===== config.mk =====
export PLATFORM = sky130hd
export DESIGN_NAME = debug_uart_tx
export DESIGN_NICKNAME = d
export VERILOG_FILES = /design/src/rtl/debug_uart_tx_pkg.sv /design/src/rtl/debug_uart_tx_sync_fifo.sv /design/src/rtl/debug_uart_tx.sv
export SDC_FILE = /design/constraint.sdc
export NUM_CORES = 1
export LEC_CHECK = 0
export ABC_AREA = 0
export BUFFER_PORTS_ARGS = -buffer_cell sky130_fd_sc_hd__buf_2
export CORE_UTILIZATION = 45
export CTS_CLUSTER_SIZE = 30
export DETAILED_ROUTE_END_ITERATION = 8
export GPL_ROUTABILITY_DRIVEN = 1
export GPL_TIMING_DRIVEN = 0
export SETUP_SLACK_MARGIN = 0.1
export SLEW_MARGIN = 40
export SYNTH_ARGS = -nofsm -noshare
export SYNTH_HDL_FRONTEND = slang
export SYNTH_SLANG_ARGS = --single-unit

===== constraint.sdc =====
create_clock -name clock -period 4.3 [get_ports clock]
set_input_delay 0.215 -clock clock [delete_from_list [all_inputs] [get_ports clock]]
set_output_delay 0.215 -clock clock [all_outputs]
set_load 0.01 [all_outputs]

===== src/rtl/debug_uart_tx_pkg.sv =====
// Shared definitions for the debug UART transmitter: register addresses,
// serializer state encoding and STATUS register bit positions.
package debug_uart_tx_pkg;

  localparam logic [31:0] ADDR_TXDATA = 32'h4000_0004;
  localparam logic [31:0] ADDR_STATUS = 32'h4000_000C;
  localparam logic [31:0] ADDR_DIV    = 32'h4000_0010;

  typedef enum logic [1:0] {
    StIdle  = 2'd0,
    StStart = 2'd1,
    StData  = 2'd2,
    StStop  = 2'd3
  } tx_state_e;

  localparam int unsigned STATUS_FULL      = 0;
  localparam int unsigned STATUS_EMPTY     = 1;
  localparam int unsigned STATUS_BUSY      = 2;
  localparam int unsigned STATUS_OVERFLOW  = 3;
  localparam int unsigned STATUS_COUNT_LSB = 8;

endpackage


===== src/rtl/debug_uart_tx_sync_fifo.sv =====
// Synchronous FIFO with registered storage.
// Ports: clock, reset (sync, active-high), push/wdata, pop/rdata (rdata valid
// while non-empty), full, empty, count (log2(DEPTH)+1 bits).
// A push while full or a pop while empty is ignored. DEPTH must be a power of two.
module sync_fifo #(
  parameter int unsigned WIDTH = 8,
  parameter int unsigned DEPTH = 16,
  localparam int unsigned AW = $clog2(DEPTH),
  localparam int unsigned CW = $clog2(DEPTH) + 1
) (
  input  logic             clock,
  input  logic             reset,
  input  logic             push,
  input  logic [WIDTH-1:0] wdata,
  input  logic             pop,
  output logic [WIDTH-1:0] rdata,
  output logic             full,
  output logic             empty,
  output logic [CW-1:0]    count
);

  logic [WIDTH-1:0] mem [DEPTH];
  logic [AW-1:0]    wptr_q, rptr_q;
  logic [CW-1:0]    count_q;
  logic             do_push, do_pop;

  assign full    = (count_q == CW'(DEPTH));
  assign empty   = (count_q == '0);
  assign count   = count_q;
  assign rdata   = mem[rptr_q];
  assign do_push = push && !full;
  assign do_pop  = pop && !empty;

  always_ff @(posedge clock) begin
    if (do_push) begin
      mem[wptr_q] <= wdata;
    end
  end

  // Pointers wrap naturally modulo DEPTH since DEPTH is a power of two.
  always_ff @(posedge clock) begin
    if (reset) begin
      wptr_q  <= '0;
      rptr_q  <= '0;
      count_q <= '0;
    end else begin
      if (do_push) wptr_q <= wptr_q + AW'(1);
      if (do_pop)  rptr_q <= rptr_q + AW'(1);
      if (do_push && !do_pop)      count_q <= count_q + CW'(1);
      else if (do_pop && !do_push) count_q <= count_q - CW'(1);
    end
  end

endmodule


===== src/rtl/debug_uart_tx.sv =====
// Memory-mapped 8N1 UART transmitter on the core data bus.
// Ports: clock, reset (sync, active-high); bus_address/bus_width/bus_wdata/
// bus_read/bus_write from the core; bus_rdata/bus_hit combinational back to the
// fabric; tx serial output (registered, idle high).
// Registers: TXDATA (push byte), STATUS (flags/count, W1C overflow), DIV
// (clock cycles per bit).
module debug_uart_tx
  import debug_uart_tx_pkg::*;
#(
  parameter int unsigned FIFO_DEPTH  = 16,
  parameter int unsigned DEFAULT_DIV = 100
) (
  input  logic        clock,
  input  logic        reset,
  input  logic [31:0] bus_address,
  input  logic [1:0]  bus_width,
  input  logic [31:0] bus_wdata,
  input  logic        bus_read,
  input  logic        bus_write,
  output logic [31:0] bus_rdata,
  output logic        bus_hit,
  output logic        tx
);

  localparam int unsigned CW = $clog2(FIFO_DEPTH) + 1;

  logic          hit_txdata, hit_status, hit_div;
  logic          fifo_push, fifo_pop, fifo_full, fifo_empty;
  logic [7:0]    fifo_rdata;
  logic [CW-1:0] fifo_count;
  logic          ovf_set, ovf_clr;
  logic          overflow_q;
  logic [15:0]   div_q;
  logic [31:0]   status;

  tx_state_e     state_q;
  logic [7:0]    shift_q;
  logic [15:0]   cnt_q;
  logic [15:0]   div_lat_q;
  logic [2:0]    idx_q;

  // Loads have no side effects, and the upper store bits are never used.
  logic unused_bus;
  assign unused_bus = ^{bus_read, bus_wdata[31:16]};

  assign hit_txdata = (bus_address == ADDR_TXDATA);
  assign hit_status = (bus_address == ADDR_STATUS);
  assign hit_div    = (bus_address == ADDR_DIV);
  assign bus_hit    = hit_txdata || hit_status || hit_div;

  // Full is judged on the pre-pop count, so a write-while-full is dropped
  // even when the serializer pops in the same cycle.
  assign fifo_push = bus_write && hit_txdata && !fifo_full;
  assign ovf_set   = bus_write && hit_txdata && fifo_full;
  assign ovf_clr   = bus_write && hit_status && bus_wdata[STATUS_OVERFLOW];

  // Pop on leaving IDLE or on the last stop-bit cycle for back-to-back frames.
  assign fifo_pop = !fifo_empty &&
                    ((state_q == StIdle) || ((state_q == StStop) && (cnt_q == '0)));

  sync_fifo #(
    .WIDTH (8),
    .DEPTH (FIFO_DEPTH)
  ) u_fifo (
    .clock (clock),
    .reset (reset),
    .push  (fifo_push),
    .wdata (bus_wdata[7:0]),
    .pop   (fifo_pop),
    .rdata (fifo_rdata),
    .full  (fifo_full),
    .empty (fifo_empty),
    .count (fifo_count)
  );

  always_comb begin
    status                               = '0;
    status[STATUS_FULL]                  = fifo_full;
    status[STATUS_EMPTY]                 = fifo_empty;
    status[STATUS_BUSY]                  = (state_q != StIdle);
    status[STATUS_OVERFLOW]              = overflow_q;
    status[STATUS_COUNT_LSB +: 8]        = 8'(fifo_count);
  end

  always_comb begin
    bus_rdata = '0;
    if (hit_status)   bus_rdata = status;
    else if (hit_div) bus_rdata = {16'b0, div_q};
  end

  // A set in the same cycle as a clear wins.
  always_ff @(posedge clock) begin
    if (reset)        overflow_q <= 1'b0;
    else if (ovf_set) overflow_q <= 1'b1;
    else if (ovf_clr) overflow_q <= 1'b0;
  end

  always_ff @(posedge clock) begin
    if (reset) begin
      div_q <= 16'(DEFAULT_DIV);
    end else if (bus_write && hit_div && (bus_width != 2'd0)) begin
      div_q <= (bus_wdata[15:0] == 16'd0) ? 16'd1 : bus_wdata[15:0];
    end
  end

  // Serializer. cnt_q counts down the cycles left in the current bit;
  // div_lat_q holds the divisor captured when the frame started.
  always_ff @(posedge clock) begin
    if (reset) begin
      state_q   <= StIdle;
      tx        <= 1'b1;
      shift_q   <= '0;
      cnt_q     <= '0;
      div_lat_q <= 16'(DEFAULT_DIV);
      idx_q     <= '0;
    end else begin
      unique case (state_q)
        StIdle: begin
          tx <= 1'b1;
          if (fifo_pop) begin
            shift_q   <= fifo_rdata;
            cnt_q     <= div_q - 16'd1;
            div_lat_q <= div_q;
            tx        <= 1'b0;
            state_q   <= StStart;
          end
        end
        StStart: begin
          if (cnt_q == '0) begin
            cnt_q   <= div_lat_q - 16'd1;
            idx_q   <= '0;
            tx      <= shift_q[0];
            state_q <= StData;
          end else begin
            cnt_q <= cnt_q - 16'd1;
          end
        end
        StData: begin
          if (cnt_q == '0) begin
            cnt_q <= div_lat_q - 16'd1;
            idx_q <= idx_q + 3'd1;
            if (idx_q == 3'd7) begin
              tx      <= 1'b1;
              state_q <= StStop;
            end else begin
              shift_q <= shift_q >> 1;
              tx      <= shift_q[1];
            end
          end else begin
            cnt_q <= cnt_q - 16'd1;
          end
        end
        StStop: begin
          if (cnt_q == '0) begin
            if (fifo_pop) begin
              shift_q   <= fifo_rdata;
              cnt_q     <= div_q - 16'd1;
              div_lat_q <= div_q;
              tx        <= 1'b0;
              state_q   <= StStart;
            end else begin
              tx      <= 1'b1;
              state_q <= StIdle;
            end
          end else begin
            cnt_q <= cnt_q - 16'd1;
          end
        end
        default: state_q <= StIdle;
      endcase
    end
  end

endmodule


# Word level (Yosys, flattened, before mapping)
# Memory sizes are Yosys's and may differ from the RTL's. A register that Yosys moved wholly into a read port is not among the register bits.
# Index checks and enable logic that the tools add are counted.
# Widths: inputs -> output; s select.
# totals
reg_bits,76
ramBits,128
input_bits,70
mem_count,1
# classes
reduce_logical,37
mux,39
eq_ne,14
n_addsub,8
# mem_list
name,words,width,read_ports,rd_ports_with_merged_regs,wr,line,source
u_fifo.mem,16,8,1,1,1,debug_uart_tx_sync_fifo.sv:22,logic [WIDTH-1:0] mem [DEPTH];
# op_table
op,n
$mux 16,8
$eq 32x31->1 const B,3
$pmux 16 s3,1
$sub 16x1->16 const B,3
$logic_not 16->1,2
$mux 8,4
$pmux 16 s2,1
$pmux 8 s3,1
$logic_and 1x1->1,13
$reduce_bool 2->1,6
$mux 1,10
$mux 2,5
$mux 5,2
$add 4x1->4 const B,2
$mux 4,2
$ne 2x2->1 const B,4
$pmux 2 s4,1
$mux 3,2
$pmux 3 s2,1
$reduce_and 3->1,2
$add 5x1->5 const B,1
$eq 5x5->1 const B,1
$logic_not 5->1,1
$reduce_and 5->1,1
14 further kinds,21

# Longest topological paths before layout
# Gate-level depths: netlist of run 1.
# logic_depth
ltp_word,8
ltp_mapped,16
depth_no_buf,15

# Hierarchy
# A second synthesis of run 1 with hierarchy kept.
# hier_totals
hier_cells,828
hier_area_um2,9879.5
# modules_own_cells
module,seq_area_each_um2,area_each_um2,n_inst,cells_each
sync_fifo,4184.0,5715.5,1,309
debug_uart_tx,1261.2,4164.0,1,519

# Least setup slack after synthesis of run 1
# Ideal clock, no wire load.
# synth_path
kind,flip-flop to flip-flop
start,reg state_q[1]
end,"reg u_fifo.count_q[4], in the netlist u_fifo.count[4]"
t_arrival_ps,3235
path_slack_ps,995
path_stages_with_launch,15
path_buffers,1
synth_period_minus_slack_ps,3305
path_cell_list,dfxtp_1 ha_1 or4b_2 nor4_4 o21a_2 inv_2 buf_2 ha_1 inv_1 ha_1 a21o_1 a21oi_1 xnor2_1 or3_1 a21oi_1
# synth_between
elab_chain_cells,8
# synth_rtl
element,line,source
start: declaration,debug_uart_tx.sv:36,tx_state_e state_q;
start signal: assignment,debug_uart_tx.sv:110,state_q <= StIdle;
start signal: assignment,debug_uart_tx.sv:125,state_q <= StStart;
start signal: assignment,debug_uart_tx.sv:133,state_q <= StData;
$eq 2x2->1,debug_uart_tx.sv:59,((state_q == StIdle) || ((state_q == StStop) && (cnt_q == '0)));
$logic_and 1x1->1,debug_uart_tx.sv:59,
$logic_or 1x1->1 (*),debug_uart_tx.sv:59,
$logic_and 1x1->1 (*),debug_uart_tx.sv:58,assign fifo_pop = !fifo_empty &&
$logic_and 1x1->1 (*),debug_uart_tx_sync_fifo.sv:32,assign do_pop = pop && !empty;
$logic_not 1->1,debug_uart_tx_sync_fifo.sv:49,if (do_push && !do_pop) count_q <= count_q + CW'(1);
$logic_and 1x1->1,debug_uart_tx_sync_fifo.sv:49,
$mux 5 or $reduce_bool 2->1 (tied branches),--,
end signal: assignment,debug_uart_tx_sync_fifo.sv:49,
end signal: assignment,debug_uart_tx_sync_fifo.sv:50,else if (do_pop && !do_push) count_q <= count_q - CW'(1);
end: declaration,debug_uart_tx_sync_fifo.sv:24,logic [CW-1:0] count_q;
# Every way passes the cells marked *; elsewhere a longest branch is shown, timed or not.
# A chain may end at the register's enable or synchronous reset.

# Final worst setup path of run 1
# Ends and elaborated chain as after synthesis.

==> flow_summary.toml, run 1 <==
[clock_network]
clockBufferDepth = 3
post-cts-setup-buffers = 0
clk_latency_ps = 520
cts.sinks = 208
htree_levels = 1
clk_pin_slew_ps = 60
cts_tree = "done"
cts_buffers = 23
clockRootBuffer = "clkbuf_16"

[sta]
timing.final.max_slew_violations = 0
post-route-min-period_ps = 3900
relSlewSlack_pct = 46.8
setup_viol = 0
skew_ps = 9.45
hold_viol_final = 0
max_freq_mhz = 256
finalCritPeriodShare_pct = 90.8
hold-worst-slack_ps = 93.1
fin_setup_tns_ps = 0
rsz0062_at_grt = "false"
setup_ws_ps = 397
worst_pin_slew_ps = 790

[die]
core_area_um2 = 21800
io_pins = 104
initial_core_util_pct = 45.9
die_w_um = 151
die_area_um2 = 22800
die_h_um = 151
rows = 54

[grt]
grt_pass1_vias = 6511
track_usage_pct = 22.7
grt_pass1_wl_um = 38500
globalRouteOverflowTotal = 0
grt_max_degree = 20
antenna_found_initial = 0

[outcome]
status = "finished clean"

[layout]
fillers = 1875
area_delta_synth_final_pct = 15.6
multiInputGateArea_um2 = 4250
diodes = 0
regArea_um2 = 5450
nets = 1035
drive_gt1_share_pct = 20.2

[pwr]
clockPowerShare_pct = 26.6
p_int_mw = 4.41
powerDensity_nw_per_um2 = 604
finalPower_mw = 6.99
p_sw_share_pct = 37.0
p_leak_nw = 4.22
power_frac_seq_pct = 34.2
switching_power_mw = 2.58
ir_worst_vdd_uv = 370
power_frac_comb_pct = 39.2

[place]
pre_cts_slack_ps = 317
dp_hpwl_um = 17800
portBuffers = 69
finalWeightedCongestion = 0.890

[route]
postRouteAntennaNets = 0
routed_wl_um = 25600
drt_first_iter_violations = 546
drc = 0
num_vias = 7169
wire_per_inst_um = 20.6
first_pass_iters = 5
viasPerCell = 5.78

[min_path]
min_path_cells = 4
hp-class = "in -> reg"

[critical_path]
start_kind = "flip-flop"
rr_worst_depth = 14
arrival_ps = 4350
worst-path-max-fanout = 10
cp.required_ps = 4740
end_kind = "flip-flop"
crit_type = "reg -> reg"

[logic_synthesis]
ys_ff_latch = 208
syn_area_um2 = 10000
seq_area_frac_synth_pct = 54.4
postSynthCellCount = 826
synth.area.top_cells = "edfxtp_1 (38%), dfxtp_1 (16%), mux4_2 (7.4%), mux2i_1 (3.6%), nor2_1 (2.7%)"
synth_most_common_cell = "edfxtp_1"
ys.flop_type = "edfxtp_1"
synth_cell_types = 69
syn_avg_cell_area_um2 = 12.1
synth_edf_count = 128
yosysWarnings = 0
asyncSetResetFlopFracSynth_pct = 0
synth_common_cells = "edfxtp_1 (128), dfxtp_1 (80), nor2_1 (71)"
synth_top_area_share_pct = 38.4
yosys.area.top_type = "edfxtp_1"

[flow_run]
maxCapViolations = 0
[power groups by stage]
| stage | registers [mW] | logic [mW] | clock network, mW |
|---|---|---|---|
| final | 2.39 | 2.74 | 1.86 |
| after global routing | 2.41 | 2.98 | 1.96 |
| after CTS | 2.38 | 2.72 | 1.89 |
| after detailed placement | 2.43 | 2.69 | 0 |
| after global placement | 2.42 | 2.68 | 0 |
| after floorplan | 2.39 | 2.03 | 0 |
[worst max-delay path, cell delays in order (launching register included)]
cell     delay, ps
dfxtp_1        410
ha_1           320
or4b_2         650
nor4_4         270
o21a_2         270
inv_2           80
buf_2          230
ha_1           270
inv_1          150
ha_1           290
a21o_1         200
a21oi_1        170
xnor2_1         90
or3_1          300
a21oi_1        140
[metal layers]
metal / track usage [%] / routed length [um]
met2: 35.6 / 11800
met1: 33.4 / 11800
met5: 0 / 0
met3: 2.86 / 1490
met4: 5.65 / 510
[sequential cells by signal, summed over array words and instances (netlist names), named ones only]
| signal | count |
|---|---|
| u_fifo.mem | 128 |
| cnt_q | 16 |
| div_lat_q | 16 |
| div_q | 16 |
| shift_q | 8 |
| u_fifo.count | 5 |
| u_fifo.rptr_q | 4 |
| u_fifo.wptr_q | 4 |
| idx_q | 3 |
| state_q | 2 |
| overflow_q | 1 |
| tx | 1 |
[area by class of cell]
type / count / share of cell area, %
Sequential cell: 208 / 47.1
Multi-Input combinational cell: 551 / 36.7
Clock buffer: 30 / 5.29
Timing Repair Buffer: 78 / 3.74
Tap cell: 280 / 3.03
Buffer: 59 / 2.61
Clock inverter: 11 / 0.811
Inverter: 23 / 0.746
[what timing repair did]
| item | CTS | global route |
|---|---|---|
| hold buffers | 8 | 0 |
| gates resized for setup | 0 | 0 |
| hold endpoints to repair | 8 | 0 |
[kinds of logic (layout without fill, tap and decap cells)]
kind of cell	after synthesis	count (layout)	synth area share, %
buffers and inverters	82	201	3.87
and+or+nand+nor	249	249	13.4
adders and majority gates	21	21	2.70
DFF	208	208	54.4
muxes	75	75	11.7
AOI/OAI and AO/OA	150	150	10.3
xor gates and xnor gates	40	40	3.50
other	1	16	0.0375
[cell usage in the layout (no fill, tap or decap), types with 20 or more instances in the layout]
cell type / n
ha_1: 20
o21ai_0: 20
a22o_1: 25
mux2i_1: 36
a21oi_1: 38
clkbuf_1: 30
clkbuf_16: 23
buf_2: 82
dfxtp_1: 80
nand2_1: 40
nor2_1: 71
xnor2_1: 21
inv_1: 22
edfxtp_1: 128
mux4_2: 33
[per-stage QoR]
step | instances | utilization [%] | cell area, um2
6_report | 1240 | 53.0 | 11600
5_1_grt | 1240 | 53.0 | 11600
4_1_cts | 1240 | 53.0 | 11600
3_5_place_dp | 1191 | 49.4 | 10800
3_3_place_gp | 1190 | 49.3 | 10800
2_1_floorplan | 841 | - | 10100
[path summary, 6_finish.rpt]
kind / start / end / slack (ps)
max: state_q[1] / u_fifo.count[4] / 400
min reg2reg: idx_q[1] / idx_q[1] / 460
min: bus_address[4] / overflow_q / 90
max reg2reg: state_q[1] / u_fifo.count[4] / 400
(Power assumes the default switching activity.)
==> inputs of run 2 (changes only) <==
- PLACE_DENSITY: default -> 0.68
==> flow_summary.toml, run 2 (synthesis gave the netlist of run 1 again) <==
[route]
first_pass_iters = 4
met1Wirelength_um = 10900
wire_per_inst_um = 19.7
viasPerCell = 5.74
drc = 0
drt_first_iter_violations = 584
top_layer = "met4"
dr_wl_met2_um = 11400
num_vias = 7119
postRouteAntennaNets = 0
routed_wl_um = 24500
wl_met3_um = 1540

[layout]
largest-register = "u_fifo.mem"
fillers = 1861
final_common_cell = "edfxtp_1"
drive_gt1_share_pct = 20.2
nets = 1035
largest_reg_flops = 128
diodes = 0
area_delta_synth_final_pct = 16.3
final_cell_mix = "edfxtp_1 (128), buf_2 (83), dfxtp_1 (80), nor2_1 (71), nand2_1 (40)"

[grt]
grt_pass1_vias = 6624
grt_pass1_wl_um = 37300
track_usage_pct = 21.6
globalRouteOverflowTotal = 0
antenna_found_initial = 1
grt_max_degree = 20

[pwr]
powerDensity_nw_per_um2 = 612
ir_worst_vdd_uv = 408
p_leak_nw = 4.25
finalPower_mw = 7.12

[clock_network]
clockBufferDepth = 3
cts_tree = "done"
clockRootBuffer = "clkbuf_16"
cts_resized = 0
cts.sinks = 208
hold_buffers = 8
post-cts-setup-buffers = 0
clk_pin_slew_ps = 60
htree_levels = 1
clk_latency_ps = 520
cts_buffers = 23

[sta]
post-route-min-period_ps = 3910
timing.final.max_slew_violations = 0
fin_setup_tns_ps = 0
hold_viol_final = 0
worst_pin_slew_ps = 814
setup_ws_ps = 395
finalCritPeriodShare_pct = 90.8
relSlewSlack_pct = 45.6
skew_ps = 11.9
rsz0062_at_grt = "false"
max_freq_mhz = 256
setup_viol = 0

[place]
dp_hpwl_um = 17300
pre_cts_slack_ps = 325
finalWeightedCongestion = 0.889
portBuffers = 69

[die]
die_w_um = 151
die_area_um2 = 22800
die_h_um = 151
io_pins = 104
core_area_um2 = 21800
rows = 54
initial_core_util_pct = 45.9

[min_path]
hp-class = "in -> reg"
min_from = "bus_address[4]"

[critical_path]
worst-path-max-fanout = 10
arrival_ps = 4340
start_kind = "flip-flop"
reg2reg_from = "state_q[1]"
critPathLaunch = "state_q[1]"
crit_type = "reg -> reg"
cp.required_ps = 4740
end_kind = "flip-flop"

[flow_run]
maxCapViolations = 0

[outcome]
status = "finished clean"
-- run 2: cell types whose count changed in the layout (fill, tap and decap cells not counted), moves of 2 or more --
cell and delta:
bufinv_16 +3, clkbuf_1 -2, clkinv_1 +2, clkinv_2 -2
-- run 2: final cells by class --
class,count,area [um2],area share [%]
buffer,59,302,2.59
clock buffer,27,591,5.07
clock inverter,14,181,1.56
inverter,23,86.3,0.742
multi-input combinational,551,4250,36.5
sequential,208,5450,46.8
tap,280,350,3.01
timing repair buffer,78,430,3.70
-- run 2: routing by layer --
layer | GRT usage [%] | vias up
li1 | - | 3360
met1 | 30.6 | 3420
met2 | 34.5 | 285
met3 | 3.19 | 54
met4 | 6.20 | 0
met5 | 0.227 | -
-- run 2: path summary, 6_finish.rpt --
| check | to | slack [ps] | cells past startpoint |
|---|---|---|---|
| hold reg to reg | idx_q[2] | 460 | 2 |
| setup reg to reg | u_fifo.count[4] | 390 | 14 |
| setup / recovery | u_fifo.count[4] | 390 | 14 |
| hold / removal | overflow_q | 90 | 4 |
-- run 2: stage by stage --
stage | area, um2 | hold slack (ps) | util (%) | cells
6_report | 11600 | 93.4 | 53.3 | 1240
5_1_grt | 11600 | 99.4 | 53.3 | 1240
4_1_cts | 11600 | 71.6 | 53.3 | 1240
3_5_place_dp | 10800 | 446 | 49.4 | 1191
3_3_place_gp | 10800 | 443 | 49.3 | 1190
2_1_floorplan | 10100 | 314 | - | 841
-- run 2: worst max-delay path, cell delays in order, from the launching register on --
cell     delay [ps]
dfxtp_1         410
ha_1            330
or4b_2          660
nor4_4          260
o21a_2          260
inv_2            70
buf_2           240
ha_1            270
inv_1           140
ha_1            290
a21o_1          190
a21oi_1         170
xnor2_1          90
or3_1           300
a21oi_1         150
-- run 2: report_power, final --
group          total (mW)  internal [mW]  switching, mW
logic                2.72           1.09           1.63
clock network        2.01           1.23          0.789
registers            2.39           2.25          0.138
==> inputs of run 3 (changes only) <==
- ABC_AREA: 0 -> 1
- PLACE_DENSITY: 0.68 -> 0.67
==> flow_summary.toml, run 3 <==
[layout]
largest_reg_flops = 128
nets = 1451
largest-register = "u_fifo.mem"
final_area_um2 = 12200
area_delta_synth_final_pct = 14.7
drive_gt1_share_pct = 12.8
final_common_cell = "nor2_1"
diodes = 0
fin_util_pct = 53.2
final_cell_mix = "nor2_1 (235), nand2_1 (197), edfxtp_1 (128), o21ai_0 (110), inv_1 (97)"
fillers = 2155

[critical_path]
rr_worst_depth = 14
slowest_delay_ps = 450
path_cells = "inv_1 -> nand4_1 -> nand2_4 -> buf_4 -> ha_1 -> inv_1 -> fa_1 -> a21o_1 -> a21oi_1 -> nor2_1 -> nor2_1 -> nand2_1 -> o21ai_0 -> a21oi_1"
r2r_slack_ps = 1060
reg2reg_from = "u_fifo.count[1]"
cp.required_ps = 4680
end_kind = "flip-flop"
worst-path-max-fanout = 10
crit_type = "reg -> reg"
cp_top_family = "simple AND/OR/NAND/NOR gates"
reg2reg_to = "u_fifo.count[4]"
start_kind = "flip-flop"
slowest_stage = "nand4_1"
cp_num_buf_inv = 3
arrival_ps = 3620

[place]
finalWeightedCongestion = 0.902
portBuffers = 70
dp_hpwl_um = 20900
dpl-instance-area_um2 = 11400

[grt]
grt_pass1_wl_um = 45400
track_usage_pct = 24.3
grt_pass1_vias = 8395
antenna_found_initial = 0
grt_max_degree = 20
globalRouteOverflowTotal = 0

[die]
core_area_um2 = 22800
rows = 55
io_pins = 104
die_area_um2 = 24200
die_w_um = 155
initial_core_util_pct = 46.4
die_h_um = 155

[clock_network]
clk_latency_ps = 500
clockBufferDepth = 3
htree_levels = 1
cts_buffers = 21
cts.sinks = 208
clk_pin_slew_ps = 60
clockRootBuffer = "clkbuf_16"
cts_tree = "done"
post-cts-setup-buffers = 0
cts_resized = 0

[logic_synthesis]
syn_avg_cell_area_um2 = 8.50
yosys.area.top_type = "edfxtp_1"
synth.area.top_cells = "edfxtp_1 (36%), dfxtp_1 (15%), nor2_1 (8.4%), nand2_1 (7.0%), o21ai_0 (5.2%)"
synth_common_cells = "nor2_1 (238), nand2_1 (197), edfxtp_1 (128)"
postSynthCellCount = 1246
synth_cell_types = 46
syn_area_um2 = 10600
yosysWarnings = 0
ys.flop_type = "edfxtp_1"
seq_area_frac_synth_pct = 51.4
synth_most_common_cell = "nor2_1"
synth_edf_count = 128
asyncSetResetFlopFracSynth_pct = 0
ys_ff_latch = 208
synth_top_area_share_pct = 36.3

[sta]
rsz0062_at_grt = "false"
timing.final.max_slew_violations = 0
post-route-min-period_ps = 3240
setup_viol = 0
fin_setup_tns_ps = 0
hold_viol_final = 0
relSlewSlack_pct = 42.1
finalCritPeriodShare_pct = 75.3
max_freq_mhz = 309
worst_pin_slew_ps = 869
skew_ps = 14.9

[pwr]
clockPowerShare_pct = 24.0
finalPower_mw = 7.63
p_int_mw = 4.44
switching_power_mw = 3.19
powerDensity_nw_per_um2 = 628
p_sw_share_pct = 41.8
ir_worst_vdd_uv = 398
power_frac_seq_pct = 32.8
p_leak_nw = 4.75
power_frac_comb_pct = 43.2

[min_path]
min_from = "bus_write"
whs_endpoint = "overflow_q"
min_path_cells = 3
hp-class = "in -> reg"

[route]
drc = 0
routed_wl_um = 29100
first_pass_iters = 5
num_vias = 9108
wire_per_inst_um = 17.3
drt_first_iter_violations = 798
viasPerCell = 5.40
postRouteAntennaNets = 0

[flow_run]
maxCapViolations = 0

[outcome]
status = "finished clean"
[run 3: cell count changes after synthesis, moves of 33 or more]
cell | previous run | this run
nand2_1 | 40 | 197
nand3_1 | 15 | 78
mux2i_1 | 36 | 0
o21ai_0 | 21 | 111
nor2_1 | 71 | 238
a21oi_1 | 38 | 71
o211ai_1 | 7 | 50
mux4_2 | 33 | 0
inv_1 | 22 | 97
[run 3: worst max path at each step]
| stage | cells past startpoint | start | end |
|---|---|---|---|
| global route | 20 | cnt_q[0] | u_fifo.count[4] |
| finish | 14 | u_fifo.count[1] | u_fifo.count[4] |
| CTS | 20 | cnt_q[0] | u_fifo.count[4] |
| floorplan | 20 | cnt_q[0] | u_fifo.count[4] |
| detailed placement | 17 | bus_address[1] | u_fifo.count[4] |
| global placement | 17 | bus_address[1] | u_fifo.count[4] |
[run 3: worst min-delay path, delay by kind of cell]
kind,cells,cell delay (ps)
simple gates,1,80
buf+inv,1,130
compound gates,1,60
[run 3: metrics by stage]
step,setup slack [ps],cells,hold slack (ps)
floorplan,1540,1261,314
global placement,1150,1644,450
detailed placement,1080,1644,458
CTS,1080,1688,26.0
global route,752,1688,63.5
finish,1060,1688,40.5
[run 3: logic make-up after synthesis]
| group | count (synthesis) | synth area share, % |
|---|---|---|
| compound gates | 255 | 13.8 |
| buf+inv | 164 | 6.77 |
| flops | 208 | 51.4 |
| simple gates | 575 | 23.7 |
| fa+ha+maj | 21 | 2.55 |
| other cells | 1 | 0.0354 |
| xor+xnor | 22 | 1.82 |
[run 3: power by group through the flow]
stage | clock network [mW] | logic (mW) | registers (mW)
6_report | 1.83 | 3.30 | 2.50
5_1_grt | 1.93 | 3.67 | 2.53
4_1_cts | 1.86 | 3.25 | 2.49
3_5_place_dp | 0 | 3.23 | 2.53
3_3_place_gp | 0 | 3.19 | 2.53
2_1_floorplan | 0 | 2.37 | 2.49
[run 3: timing repair]
action	CTS	global route
hold endpoints to repair	6	0
setup endpoints to repair	0	0
hold buffers	6	0
[run 3: layout make-up]
| type | count | area [um2] | share of cell area, % |
|---|---|---|---|
| multi-input combinational | 889 | 4500 | 37.0 |
| timing repair buffer | 76 | 410 | 3.38 |
| clock buffer | 24 | 558 | 4.59 |
| inverter | 100 | 377 | 3.10 |
| sequential | 208 | 5450 | 44.8 |
| clock inverter | 14 | 131 | 1.08 |
| buffer | 64 | 340 | 2.80 |
| tap | 313 | 392 | 3.22 |
[run 3: layer usage]
| metal | global-route usage, % | wire, um |
|---|---|---|
| met3 | 2.62 | 2200 |
| met1 | 35.1 | 13200 |
| met2 | 39.2 | 13300 |
| met5 | 0 | 0 |
| met4 | 5.46 | 501 |
